--- src/rtl/thor2022_io_bridge.sv ---
// Bridge from the 128-bit CPU bus to NSLV 32-bit I/O slaves: decodes page/slot,
// splits multi-lane accesses into 32-bit sub-transfers and merges the read data.
module thor2022_io_bridge #(
    parameter int          NSLV    = 4,
    parameter logic [15:0] IO_PAGE = 16'hFF96,
    parameter int          TIMEOUT = 63
) (
    input  logic                 clk_i,
    input  logic                 rst_ni,
    input  logic                 m_cyc_i,
    input  logic                 m_stb_i,
    input  logic                 m_we_i,
    input  logic [15:0]          m_sel_i,
    input  logic [31:0]          m_adr_i,
    input  logic [127:0]         m_dat_i,
    output logic                 m_ack_o,
    output logic                 m_err_o,
    output logic [127:0]         m_dat_o,
    output logic [NSLV-1:0]      s_cyc_o,
    output logic                 s_stb_o,
    output logic                 s_we_o,
    output logic [3:0]           s_sel_o,
    output logic [31:0]          s_adr_o,
    output logic [31:0]          s_dat_o,
    input  logic [NSLV-1:0]      s_ack_i,
    input  logic [NSLV*32-1:0]   s_dat_i,
    output logic [2:0]           dbg_state_o
);

    typedef enum logic [2:0] {
        S_IDLE = 3'd0,
        S_XFER = 3'd1,
        S_GAP  = 3'd2,
        S_DONE = 3'd3,
        S_ERR  = 3'd4,
        S_REL  = 3'd5
    } state_t;

    localparam logic [4:0] NSLV_W = 5'(NSLV);
    localparam logic [7:0] TO_LAST = 8'(TIMEOUT - 1);

    state_t         r_state, w_next;
    logic           r_we, w_we_nx;
    logic [31:4]    r_adr, w_adr_nx;
    logic [127:0]   r_dat, w_dat_nx;
    logic [15:0]    r_sel, w_sel_nx;
    logic [3:0]     r_slot, w_slot_nx;
    logic [3:0]     r_lanes, w_lanes_nx;
    logic [1:0]     r_lane, w_lane_nx;
    logic [7:0]     r_cnt, w_cnt_nx;
    logic [127:0]   r_rdat, w_rdat_nx;

    logic           w_hit;
    logic           w_unmapped;
    logic [3:0]     w_mask;
    logic [3:0]     w_rem;
    logic           w_ack;
    logic [31:0]    w_sdat;
    logic           w_xfer;
    logic [3:0]     w_lsel;
    logic [31:0]    w_ldat;
    logic           w_unused_adr;

    assign w_unused_adr = ^m_adr_i[3:0];

    function automatic logic [1:0] lowest(input logic [3:0] m);
        logic [1:0] l;
        l = 2'd0;
        for (int i = 3; i >= 0; i--) begin
            if (m[i]) l = 2'(i);
        end
        return l;
    endfunction

    assign w_hit      = m_cyc_i && m_stb_i && (m_adr_i[31:16] == IO_PAGE);
    assign w_unmapped = {1'b0, m_adr_i[15:12]} >= NSLV_W;
    assign w_mask     = {|m_sel_i[15:12], |m_sel_i[11:8], |m_sel_i[7:4], |m_sel_i[3:0]};
    assign w_rem      = r_lanes & ~(4'b0001 << r_lane);

    // Only the latched slot's ack and data are visible; other slaves are ignored.
    always_comb begin
        w_ack  = 1'b0;
        w_sdat = 32'h0;
        for (int n = 0; n < NSLV; n++) begin
            if (r_slot == 4'(n)) begin
                w_ack  = s_ack_i[n];
                w_sdat = s_dat_i[32*n +: 32];
            end
        end
    end

    always_ff @(posedge clk_i) begin
        if (!rst_ni) begin
            r_state <= S_IDLE;
            r_we    <= 1'b0;
            r_adr   <= '0;
            r_dat   <= '0;
            r_sel   <= '0;
            r_slot  <= '0;
            r_lanes <= '0;
            r_lane  <= '0;
            r_cnt   <= '0;
            r_rdat  <= '0;
        end else begin
            r_state <= w_next;
            r_we    <= w_we_nx;
            r_adr   <= w_adr_nx;
            r_dat   <= w_dat_nx;
            r_sel   <= w_sel_nx;
            r_slot  <= w_slot_nx;
            r_lanes <= w_lanes_nx;
            r_lane  <= w_lane_nx;
            r_cnt   <= w_cnt_nx;
            r_rdat  <= w_rdat_nx;
        end
    end

    always_comb begin
        w_next     = r_state;
        w_we_nx    = r_we;
        w_adr_nx   = r_adr;
        w_dat_nx   = r_dat;
        w_sel_nx   = r_sel;
        w_slot_nx  = r_slot;
        w_lanes_nx = r_lanes;
        w_lane_nx  = r_lane;
        w_cnt_nx   = r_cnt;
        w_rdat_nx  = r_rdat;
        case (r_state)
            S_IDLE: begin
                if (w_hit) begin
                    w_we_nx   = m_we_i;
                    w_adr_nx  = m_adr_i[31:4];
                    w_dat_nx  = m_dat_i;
                    w_sel_nx  = m_sel_i;
                    w_slot_nx = m_adr_i[15:12];
                    w_rdat_nx = '0;
                    if (w_mask == 4'b0000) begin
                        w_next = S_DONE;
                    end else if (w_unmapped) begin
                        w_next = S_ERR;
                    end else begin
                        w_lanes_nx = w_mask;
                        w_lane_nx  = lowest(w_mask);
                        w_cnt_nx   = '0;
                        w_next     = S_XFER;
                    end
                end
            end
            S_XFER: begin
                if (!m_cyc_i) begin
                    w_next = S_IDLE;
                end else if (w_ack) begin
                    // Ack is checked before the timeout so a last-cycle ack still completes.
                    if (!r_we) begin
                        for (int k = 0; k < 4; k++) begin
                            if (r_lane == 2'(k)) w_rdat_nx[32*k +: 32] = w_sdat;
                        end
                    end
                    w_lanes_nx = w_rem;
                    w_next     = (w_rem != 4'b0000) ? S_GAP : S_DONE;
                end else if (r_cnt == TO_LAST) begin
                    w_lanes_nx = '0;
                    w_rdat_nx  = '0;
                    w_next     = S_ERR;
                end else begin
                    w_cnt_nx = r_cnt + 8'd1;
                end
            end
            S_GAP: begin
                if (!m_cyc_i) begin
                    w_next = S_IDLE;
                end else begin
                    w_lane_nx = lowest(r_lanes);
                    w_cnt_nx  = '0;
                    w_next    = S_XFER;
                end
            end
            S_DONE: w_next = S_REL;
            S_ERR: begin
                w_rdat_nx = '0;
                w_next    = S_REL;
            end
            S_REL: begin
                if (!m_stb_i) w_next = S_IDLE;
            end
            default: w_next = S_IDLE;
        endcase
    end

    // Slave-side and master-side outputs are decoded from registered state only.
    always_comb begin
        w_xfer = (r_state == S_XFER);
        w_lsel = 4'h0;
        w_ldat = 32'h0;
        for (int k = 0; k < 4; k++) begin
            if (r_lane == 2'(k)) begin
                w_lsel = r_sel[4*k +: 4];
                w_ldat = r_dat[32*k +: 32];
            end
        end
        for (int n = 0; n < NSLV; n++) begin
            s_cyc_o[n] = w_xfer && (r_slot == 4'(n));
        end
        s_stb_o     = w_xfer;
        s_we_o      = w_xfer && r_we;
        s_sel_o     = w_xfer ? w_lsel : 4'h0;
        s_dat_o     = w_xfer ? w_ldat : 32'h0;
        s_adr_o     = w_xfer ? {r_adr, r_lane, 2'b00} : 32'h0;
        m_ack_o     = (r_state == S_DONE);
        m_err_o     = (r_state == S_ERR);
        m_dat_o     = r_rdat;
        dbg_state_o = r_state;
    end

endmodule

--- config.mk ---
export PLATFORM = sky130hd
export DESIGN_NAME = thor2022_io_bridge
export DESIGN_NICKNAME = d
export VERILOG_FILES = /design/src/rtl/thor2022_io_bridge.sv
export SDC_FILE = /design/constraint.sdc
export NUM_CORES = 1
export LEC_CHECK = 0
export ABC_AREA = 1
export BUFFER_PORTS_ARGS = -buffer_cell sky130_fd_sc_hd__buf_2
export CORE_MARGIN = 2
export CORE_UTILIZATION = 36
export CTS_CLUSTER_SIZE = 16
export DETAILED_ROUTE_END_ITERATION = 10
export GPL_ROUTABILITY_DRIVEN = 1
export HOLD_SLACK_MARGIN = 0.06
export PLACE_DENSITY = 0.67
export SLEW_MARGIN = 0
export SYNTH_ARGS = -nofsm -noshare
export SYNTH_HDL_FRONTEND = slang
export SYNTH_SLANG_ARGS = --single-unit
--- constraint.sdc ---
create_clock -name clk_i -period 3.3 [get_ports clk_i]
set_input_delay 0.495 -clock clk_i [delete_from_list [all_inputs] [get_ports clk_i]]
set_output_delay 0.495 -clock clk_i [all_outputs]
set_load 0.02 [all_outputs]
==> results of run 1 <==
worst max-delay path by stage:
stage,from,endpoint,slack [ns],depth (start not counted)
finish,dbg_state_o[2]$_SDFFE_PN0P_,s_dat_o[17],0.21,7
global route,r_lane[1]$_SDFFE_PN0P_,s_dat_o[16],0.07,5
global placement,r_adr[14]$_SDFFE_PN0P_,m_dat_o[10]$_SDFFE_PN0P_,0.62,9
detailed placement,r_adr[14]$_SDFFE_PN0P_,m_dat_o[118]$_SDFFE_PN0P_,0.57,10
floorplan,dbg_state_o[2]$_SDFFE_PN0P_,s_cyc_o[0],1.11,6
CTS,r_adr[14]$_SDFFE_PN0P_,s_cyc_o[2],0.02,6
metal layers:
metal / vias up / global-route usage, % / part of all wire [%]
met5: - / 0 / 0.062
met4: 6 / 9.91 / 3.7
met3: 128 / 5.65 / 8.2
met2: 643 / 41.7 / 49
met1: 7320 / 27.9 / 39
li1: 8134 / - / -
worst min-delay path: stages:
cell     delay [ns]
buf_2          0.07
o21ai_0        0.07
a21oi_1        0.10
logic make-up (layout without fill, tap and decap cells):
group / Yosys count / after routing / synth area share, %
buffers and inverters: 608 / 1068 / 16.0
adder cells (fa/ha/maj): 2 / 2 / 0.162
other: 1 / 10 / 0.0243
AND/OR/NAND/NOR: 913 / 913 / 24.9
flip-flops: 318 / 318 / 41.3
AO/OA/AOI/OAI: 482 / 482 / 17.3
XOR/XNOR: 5 / 5 / 0.284
area by class of cell:
class                   instances  area share (%)
diodes                          8           0.103
clock buffers                  48            5.32
clock inverters                16            1.17
inverters                     460            8.85
multi-input cells            1404            33.7
flip-flops and latches        318            32.6
well taps                     539            3.46
repair buffers                544            14.7
timing repair:
| action | CTS | global route |
|---|---|---|
| resized for setup | 0 | 1 |
| setup buffers | 0 | 0 |
| endpoints found under the setup margin | 0 | 1 |
sequential cells by signal (all words and copies together) (netlist names):
| name | count |
|---|---|
| r_dat | 128 |
| r_adr | 28 |
| m_dat_o | 128 |
| r_sel | 16 |
| r_lanes | 4 |
| dbg_state_o | 3 |
| r_we | 1 |
| r_cnt | 8 |
| r_lane | 2 |
cells in the mapped netlist (all sizes together) (2+ instances only):
cell type / n / share of area (%)
o2111ai: 4 / 0.23
nand3b: 6 / 0.29
xor2: 3 / 0.17
o21ai: 196 / 6.4
inv: 459 / 11
xnor2: 2 / 0.11
or2: 9 / 0.37
o22ai: 12 / 0.49
a22oi: 2 / 0.097
o211ai: 20 / 0.97
buf: 59 / 2.6
o221ai: 40 / 2.3
a21oi: 202 / 6.6
clkbuf: 89 / 2.2
nand4: 16 / 0.65
dfxtp: 318 / 41
nor3: 4 / 0.13
nor2: 272 / 6.9
ha: 2 / 0.16
nand3: 151 / 5.3
nand2: 453 / 11
report_power, final:
part	total [mW]	internal [mW]	switching [mW]	leakage, nW
Combinational	0.388	0.185	0.203	6.28
Clock	4.25	2.49	1.75	0.617
Sequential	3.84	3.84	0.0000335	2.56
Total	8.47	6.52	1.96	9.45
metrics by stage:
| stage | hold WS (ns) | std cells |
|---|---|---|
| 6_report | 0.188 | 3337 |
| 5_1_grt | 0.191 | 3334 |
| 4_1_cts | 0.154 | 3329 |
| 3_5_place_dp | 0.433 | 3265 |
| 3_3_place_gp | 0.430 | 3265 |
| 2_1_floorplan | 0.420 | 2330 |
==> run summary, run 1 <==
Status -> complete, no violations
Most frequent cells in the layout -> buf_2, inv_1, nand2_1
Design Area, Final -> 19,500 um2
Leak -> 9.45 nW
Placed cell areas -> 18,200 um2
Seq. cell area -> 6370 um2
Pin count of the biggest net entering global routing -> 130
Starting Density -> 36.6%
Cell Pwr Density -> 434 nW/um2
Crit path DAT -> 2.60 ns
Slew Limit Fails -> 0
Worst-Skew Late Latency -> 0.58 ns
CP Max Fanout -> 35
Max_slew headroom -> 37.6%
Final hold vios -> 0
Synth unique cells -> 43
Critical Path Sink Type -> primary output
RSZ-0062 raised after global routing -> no
Fin crit period -> 3.09 ns
Cell Chain, Critical Path -> nor2_2, nand2_2, inv_2, buf_4, o21ai_0, a21oi_1, buf_2
Initial antenna violation count -> 11
Most common cell after layout, fill and taps aside -> buf_2
R2r endpoint -> m_dat_o[29]$_SDFFE_PN0P_
Hold Buf Count CTS -> 0
Period Utilization, post-route -> 93.7%
Gr ovfl total -> 0
Filler cells -> 4,276
Area Overhead vs Synth -> 26.7%
Synth Register Bits -> 318
Setup tns final -> 0 ns
DIE HEIGHT -> 211 um
Post-synthesis sequential area ratio -> 41.3%
PnR Total Power -> 8.47 mW
Die area -> 44,500 um2
Vias -> 16,200
CP peak stage delay -> 0.41 ns
Hold endpoint -> r_dat[82]$_SDFFE_PN0P_
Highest Clock Rate -> 0.323 GHz
Hold Startpoint -> m_dat_i[82]
Final routed DRC violation total -> 0
Drt first pass iters -> 5
CP Launch Type -> register
Port Buffers -> 513
Hold depth -> 3
Vias in the first global route -> 15,200
Share of layout cells above drive strength 1 -> 23.0%
Clock sink count -> 318
Die X -> 211 um
Worst slack, placed -> 0.572 ns
Slew at the pin closest to its max-slew limit -> 0.934 ns
Final Routed Wirelength -> 55.0 mm
Average footprint of a synthesized cell -> 6.61 um2
Reg clk slew, reported paths -> 0.06 ns
Critical path's slowest cell -> buf_4
R2r worst-path depth -> 10
Clk_skew -> 0.0408 ns
GRT Util Overall -> 23.8%
Ys async rst share -> 0%
Io pins -> 520
CTS root buffer -> clkbuf_16
Post-DP HPWL -> 40.2 mm
IR drop worst, VDD -> 298 uV
Syn Std Cell Area -> 15,400 um2
GPL Wtd Cong -> 0.952
Post-synth top flop -> dfxtp_1
FF-to-FF setup slack -> 0.50 ns
Post-route ant nets -> 0
CTS tree -> done
Worst Hold Class -> input port to register
DR WL/cell -> 16.5 um
TritonCTS buffer count -> 38
CTS H-Tree Depth -> 2
Ys Warns -> 0
Site Rows -> 75
Global-route wire length before repair -> 82.9 mm
CP required -> 2.80 ns
Max-Cap Viols -> 0
Count of final setup violators -> 0
Fin nets -> 3,081
Worst Path Buf+Inv -> 3
Synth Instances -> 2,329
Vias/cell -> 4.86
Post-synth EDFFs -> 0
Core Area -> 42,000 um2
Core Util, Final -> 46.4%
CTS Buffer Depth -> 3
CP top delay family -> buffers and inverters
Multi-input gate area -> 6580 um2
Reg2reg start -> r_adr[14]$_SDFFE_PN0P_
Drt first-iter violations -> 1,107
Min setup slack post-route -> 0.207 ns
Crit path kind -> register to primary output
Note: power is estimated with default switching activity, not from simulation.
==> run 2: changes to the inputs <==
REMOVE_ABC_BUFFERS = 1   (was default)
==> run summary, run 2 (same netlist as run 1, synthesis figures left out) <==
Post-DP HPWL -> 39.3 mm
Cell Chain, Critical Path -> inv_1, nand2_2, inv_1, nand2_1, o221ai_1, a21oi_1, buf_2
CTS root buffer -> clkbuf_16
CP peak stage delay -> 0.65 ns
Fin crit period -> 3.10 ns
Site Rows -> 75
Crit path DAT -> 2.60 ns
Vias in the first global route -> 15,400
Hold Buf Count CTS -> 0
Port Buffers -> 513
Final routed DRC violation total -> 0
Initial antenna violation count -> 24
Critical Path Sink Type -> primary output
Clk_skew -> 0.0381 ns
Final hold vios -> 0
Layout Cells excl Fill -> 3,350
Max-Cap Viols -> 0
Fin nets -> 3,080
Critical Path Source -> r_lane[1]$_SDFFE_PN0P_
CTS tree -> done
Global-route wire length before repair -> 83.8 mm
Drt first pass iters -> 5
Vias -> 16,200
Core Area -> 42,000 um2
Pin count of the biggest net entering global routing -> 129
Worst-Skew Late Latency -> 0.57 ns
Die area -> 44,500 um2
Starting Density -> 36.6%
Slew at the pin closest to its max-slew limit -> 0.979 ns
Gr ovfl total -> 0
Hold endpoint -> r_dat[29]$_SDFFE_PN0P_
Share of layout cells above drive strength 1 -> 23.2%
Critical path's slowest cell -> dfxtp_1
Hold Startpoint -> m_dat_i[29]
R2r endpoint -> m_dat_o[96]$_SDFFE_PN0P_
Crit path kind -> register to primary output
Reg clk slew, reported paths -> 0.06 ns
FF-to-FF setup slack -> 0.81 ns
Area Overhead vs Synth -> 27.3%
RSZ-0062 raised after global routing -> no
Placed insts -> 3,264
DR WL/cell -> 16.6 um
IR drop worst, VDD -> 370 uV
Most common cell after layout, fill and taps aside -> buf_2
Status -> complete, no violations
Slew Limit Fails -> 0
Drt first-iter violations -> 997
CP Launch Type -> register
PnR Total Power -> 8.54 mW
Filler cells -> 4,351
Leak -> 9.48 nW
Setup tns final -> 0 ns
CP Max Fanout -> 13
CTS Buffer Depth -> 3
Vias/cell -> 4.84
Multi-input gate area -> 6590 um2
Clock sink count -> 318
Die X -> 211 um
Core Util, Final -> 46.6%
Final Routed Wirelength -> 55.6 mm
TritonCTS buffer count -> 38
Io pins -> 520
CP dominant cell by count -> inv_1
Count of final setup violators -> 0
Hold depth -> 3
Most frequent cells in the layout -> buf_2, inv_1, nand2_1
CTS H-Tree Depth -> 2
GPL Wtd Cong -> 0.964
Highest Clock Rate -> 0.323 GHz
Cell Pwr Density -> 436 nW/um2
GRT Util Overall -> 24.2%
Seq. cell area -> 6370 um2
Reg2reg start -> dbg_state_o[0]$_SDFFE_PN0P_
Period Utilization, post-route -> 93.9%
DIE HEIGHT -> 211 um
CP required -> 2.80 ns
Max_slew headroom -> 34.5%
R2r worst-path depth -> 11
Worst Hold Class -> input port to register
Post-route ant nets -> 0
[run 2: stage by stage]
step | setup slack (ns) | hold slack [ns] | area, um2
after floorplan | -5.30 | 0.419 | 14700
after global placement | 0.511 | 0.429 | 18300
after detailed placement | 0.462 | 0.432 | 18300
after CTS | 0.159 | 0.164 | 19600
after global routing | 0.00558 | 0.186 | 19600
final | 0.200 | 0.197 | 19600
[run 2: repair_timing]
item / 4_1_cts / 5_1_grt
gates resized for setup: 1 / 0
buffers inserted: 0 / 0
setup endpoints to repair: 5 / 0
[run 2: cell type report]
cell class | count | share of cell area, %
clock inverters | 17 | 1.09
diodes | 17 | 0.217
flip-flops and latches | 318 | 32.5
clock buffers | 52 | 5.53
multi-input cells | 1404 | 33.6
well taps | 539 | 3.44
repair buffers | 543 | 14.9
inverters | 460 | 8.81
[run 2: report_power, final]
part           internal [mW]  switching (mW)  total [mW]
clock                   2.50            1.81        4.31
sequential              3.84       0.0000340        3.84
combinational          0.186           0.211       0.397
[run 2: routing by layer]
metal  global-route usage, %  share of wire [%]  routed length [um]  vias up
met3                    5.93                8.1                4480      123
met1                    28.2                 40               22400     7280
met4                    12.3                4.5                2480       14
met2                    41.2                 47               26100      642
li1                        -                  -                   -     8141
met5                       0               0.16                  91        -
[run 2: critical path: cells and delay by family (launching register included)]
family	cells	cell delay, ns
buf+inv	3	0.65
compound gates	2	0.31
simple gates	2	0.42
flops	1	0.65
[run 2: worst max-delay path by stage]
stage	to	slack (ns)	cells after the start
floorplan	r_adr[10]$_SDFFE_PN0P_	-5.30	6
global placement	m_dat_o[90]$_SDFFE_PN0P_	0.51	10
detailed placement	m_dat_o[66]$_SDFFE_PN0P_	0.46	10
CTS	s_dat_o[28]	0.16	7
global route	s_dat_o[28]	0.006	7
finish	s_dat_o[27]	0.20	7
==> run 3: changes to the inputs <==
CORE_AREA = 2 2 203 205   (was default)
CORE_MARGIN = default   (was 2)
CORE_UTILIZATION = default   (was 36)
DIE_AREA = 0 0 205 207   (was default)
PLACE_DENSITY = 0.71   (was 0.67)
==> run summary, run 3 (same netlist as run 1, synthesis figures left out) <==
Status -> complete, no violations
Reg2reg start -> r_lane[0]$_SDFFE_PN0P_
Hold Startpoint -> m_dat_i[66]
Area Overhead vs Synth -> 26.0%
Drt first-iter violations -> 955
Most common cell after layout, fill and taps aside -> buf_2
Gr busiest metal -> met2
Die area -> 42,400 um2
Die X -> 205 um
Highest Clock Rate -> 0.317 GHz
Leak -> 9.40 nW
IR drop worst, VDD -> 301 uV
Pin count of the biggest net entering global routing -> 125
Vias -> 16,200
Met1 Resource Use GR -> 29.1%
Post-CTS setup buffers -> 0
Clock sink count -> 318
Port Buffers -> 513
CTS tree -> done
TritonCTS buffer count -> 37
Vias in the first global route -> 15,200
Crit path kind -> register to primary output
Design Area, Final -> 19,400 um2
Hold endpoint -> r_dat[66]$_SDFFE_PN0P_
Clk_skew -> 0.0298 ns
Starting Density -> 38.2%
R2r worst-path depth -> 7
Crit path DAT -> 2.66 ns
Site Rows -> 74
Most frequent cells in the layout -> buf_2, inv_1, nand2_1
Period Utilization, post-route -> 95.7%
Slew at the pin closest to its max-slew limit -> 0.895 ns
Worst Hold Class -> input port to register
Global-route wire length before repair -> 83.1 mm
CP Max Fanout -> 12
Final Routed Wirelength -> 55.3 mm
Post-DP HPWL -> 38.5 mm
Grt met2 use -> 42.8%
CTS root buffer -> clkbuf_16
Share of layout cells above drive strength 1 -> 22.9%
Post-route ant nets -> 0
Initial antenna violation count -> 20
CTS Buffer Depth -> 3
GRT Util Overall -> 25.1%
Core Area -> 40,400 um2
FF-to-FF setup slack -> 0.63 ns
Vias/cell -> 4.86
Slew Limit Fails -> 0
Worst-Skew Late Latency -> 0.56 ns
RSZ-0062 raised after global routing -> no
CP Launch Type -> register
Placed cell areas -> 18,200 um2
M3 GR Usage -> 6.61%
DR WL/cell -> 16.6 um
GPL Wtd Cong -> 0.913
CP required -> 2.80 ns
Reg clk slew, reported paths -> 0.06 ns
Critical Path Sink Type -> primary output
Final hold vios -> 0
Max-Cap Viols -> 0
CTS H-Tree Depth -> 2
Post_cts resized -> 0
Cell Pwr Density -> 422 nW/um2
Fin crit period -> 3.16 ns
Hold depth -> 3
Setup tns final -> 0 ns
DIE HEIGHT -> 207 um
Io pins -> 520
Hold WS -> 0.218 ns
Core Util, Final -> 48.1%
Drt first pass iters -> 5
R2r endpoint -> m_dat_o[64]$_SDFFE_PN0P_
Count of final setup violators -> 0
Gr ovfl total -> 0
Final routed DRC violation total -> 0
Max_slew headroom -> 40.2%
Fin nets -> 3,081
Hold Buf Count CTS -> 0
## run 3: cell count changes in the layout (fill, tap and decap cells not counted), sizes merged, moves of 2 or more
| cell | previous run | this run |
|---|---|---|
| buf | 542 | 544 |
| clkinv | 14 | 8 |
| diode | 17 | 15 |
| inv | 460 | 462 |
## run 3: critical path: stages, from the launching register on
cell and delay (ns):
dfxtp_1 0.31, inv_1 0.34, nand2_1 0.49, buf_4 0.34
o221ai_1 0.32, a21oi_1 0.11, buf_2 0.19
## run 3: worst max-delay path by stage
| stage | from | end | slack (ns) | depth (start not counted) |
|---|---|---|---|---|
| 2_1_floorplan | m_cyc_i | r_adr[10]$_SDFFE_PN0P_ | -5.30 | 6 |
| 4_1_cts | r_lane[1]$_SDFFE_PN0P_ | s_dat_o[30] | 0.02 | 6 |
| 3_3_place_gp | m_adr_i[21] | m_dat_o[64]$_SDFFE_PN0P_ | 0.62 | 11 |
| 5_1_grt | r_lane[0]$_SDFFE_PN0P_ | s_dat_o[30] | 0.006 | 6 |
| 3_5_place_dp | m_adr_i[21] | m_dat_o[64]$_SDFFE_PN0P_ | 0.58 | 12 |
| 6_report | r_lane[0]$_SDFFE_PN0P_ | s_dat_o[30] | 0.14 | 6 |
## run 3: per-stage QoR
step / instances / worst slack (ns) / power (mW)
floorplan: 2182 / -5.30 / 4.04
global placement: 3259 / 0.619 / 4.31
detailed placement: 3259 / 0.579 / 4.32
CTS: 3325 / 0.0169 / 8.29
global route: 3338 / 0.00639 / 8.47
finish: 3340 / 0.144 / 8.20
## run 3: area by class of cell
cell class              instances  area, um2
inverters                     460       1730
multi-input cells            1404       6580
clock buffers                  53       1040
flip-flops and latches        318       6370
diodes                         15       37.5
well taps                     532        666
repair buffers                545       2880
fillers                      4145      21000
clock inverters                13        118
## run 3: metal layers
| metal | part of all wire [%] | vias to the layer above |
|---|---|---|
| met4 | 4.2 | 10 |
| met2 | 47 | 685 |
| met1 | 40 | 7253 |
| met3 | 8.7 | 131 |
| li1 | - | 8151 |
| met5 | 0.10 | - |
## run 3: where the power goes
part,switching [mW],internal (mW)
Clock,1.68,2.28
Combinational,0.209,0.187
Sequential,0.0000325,3.84
Total,1.89,6.31
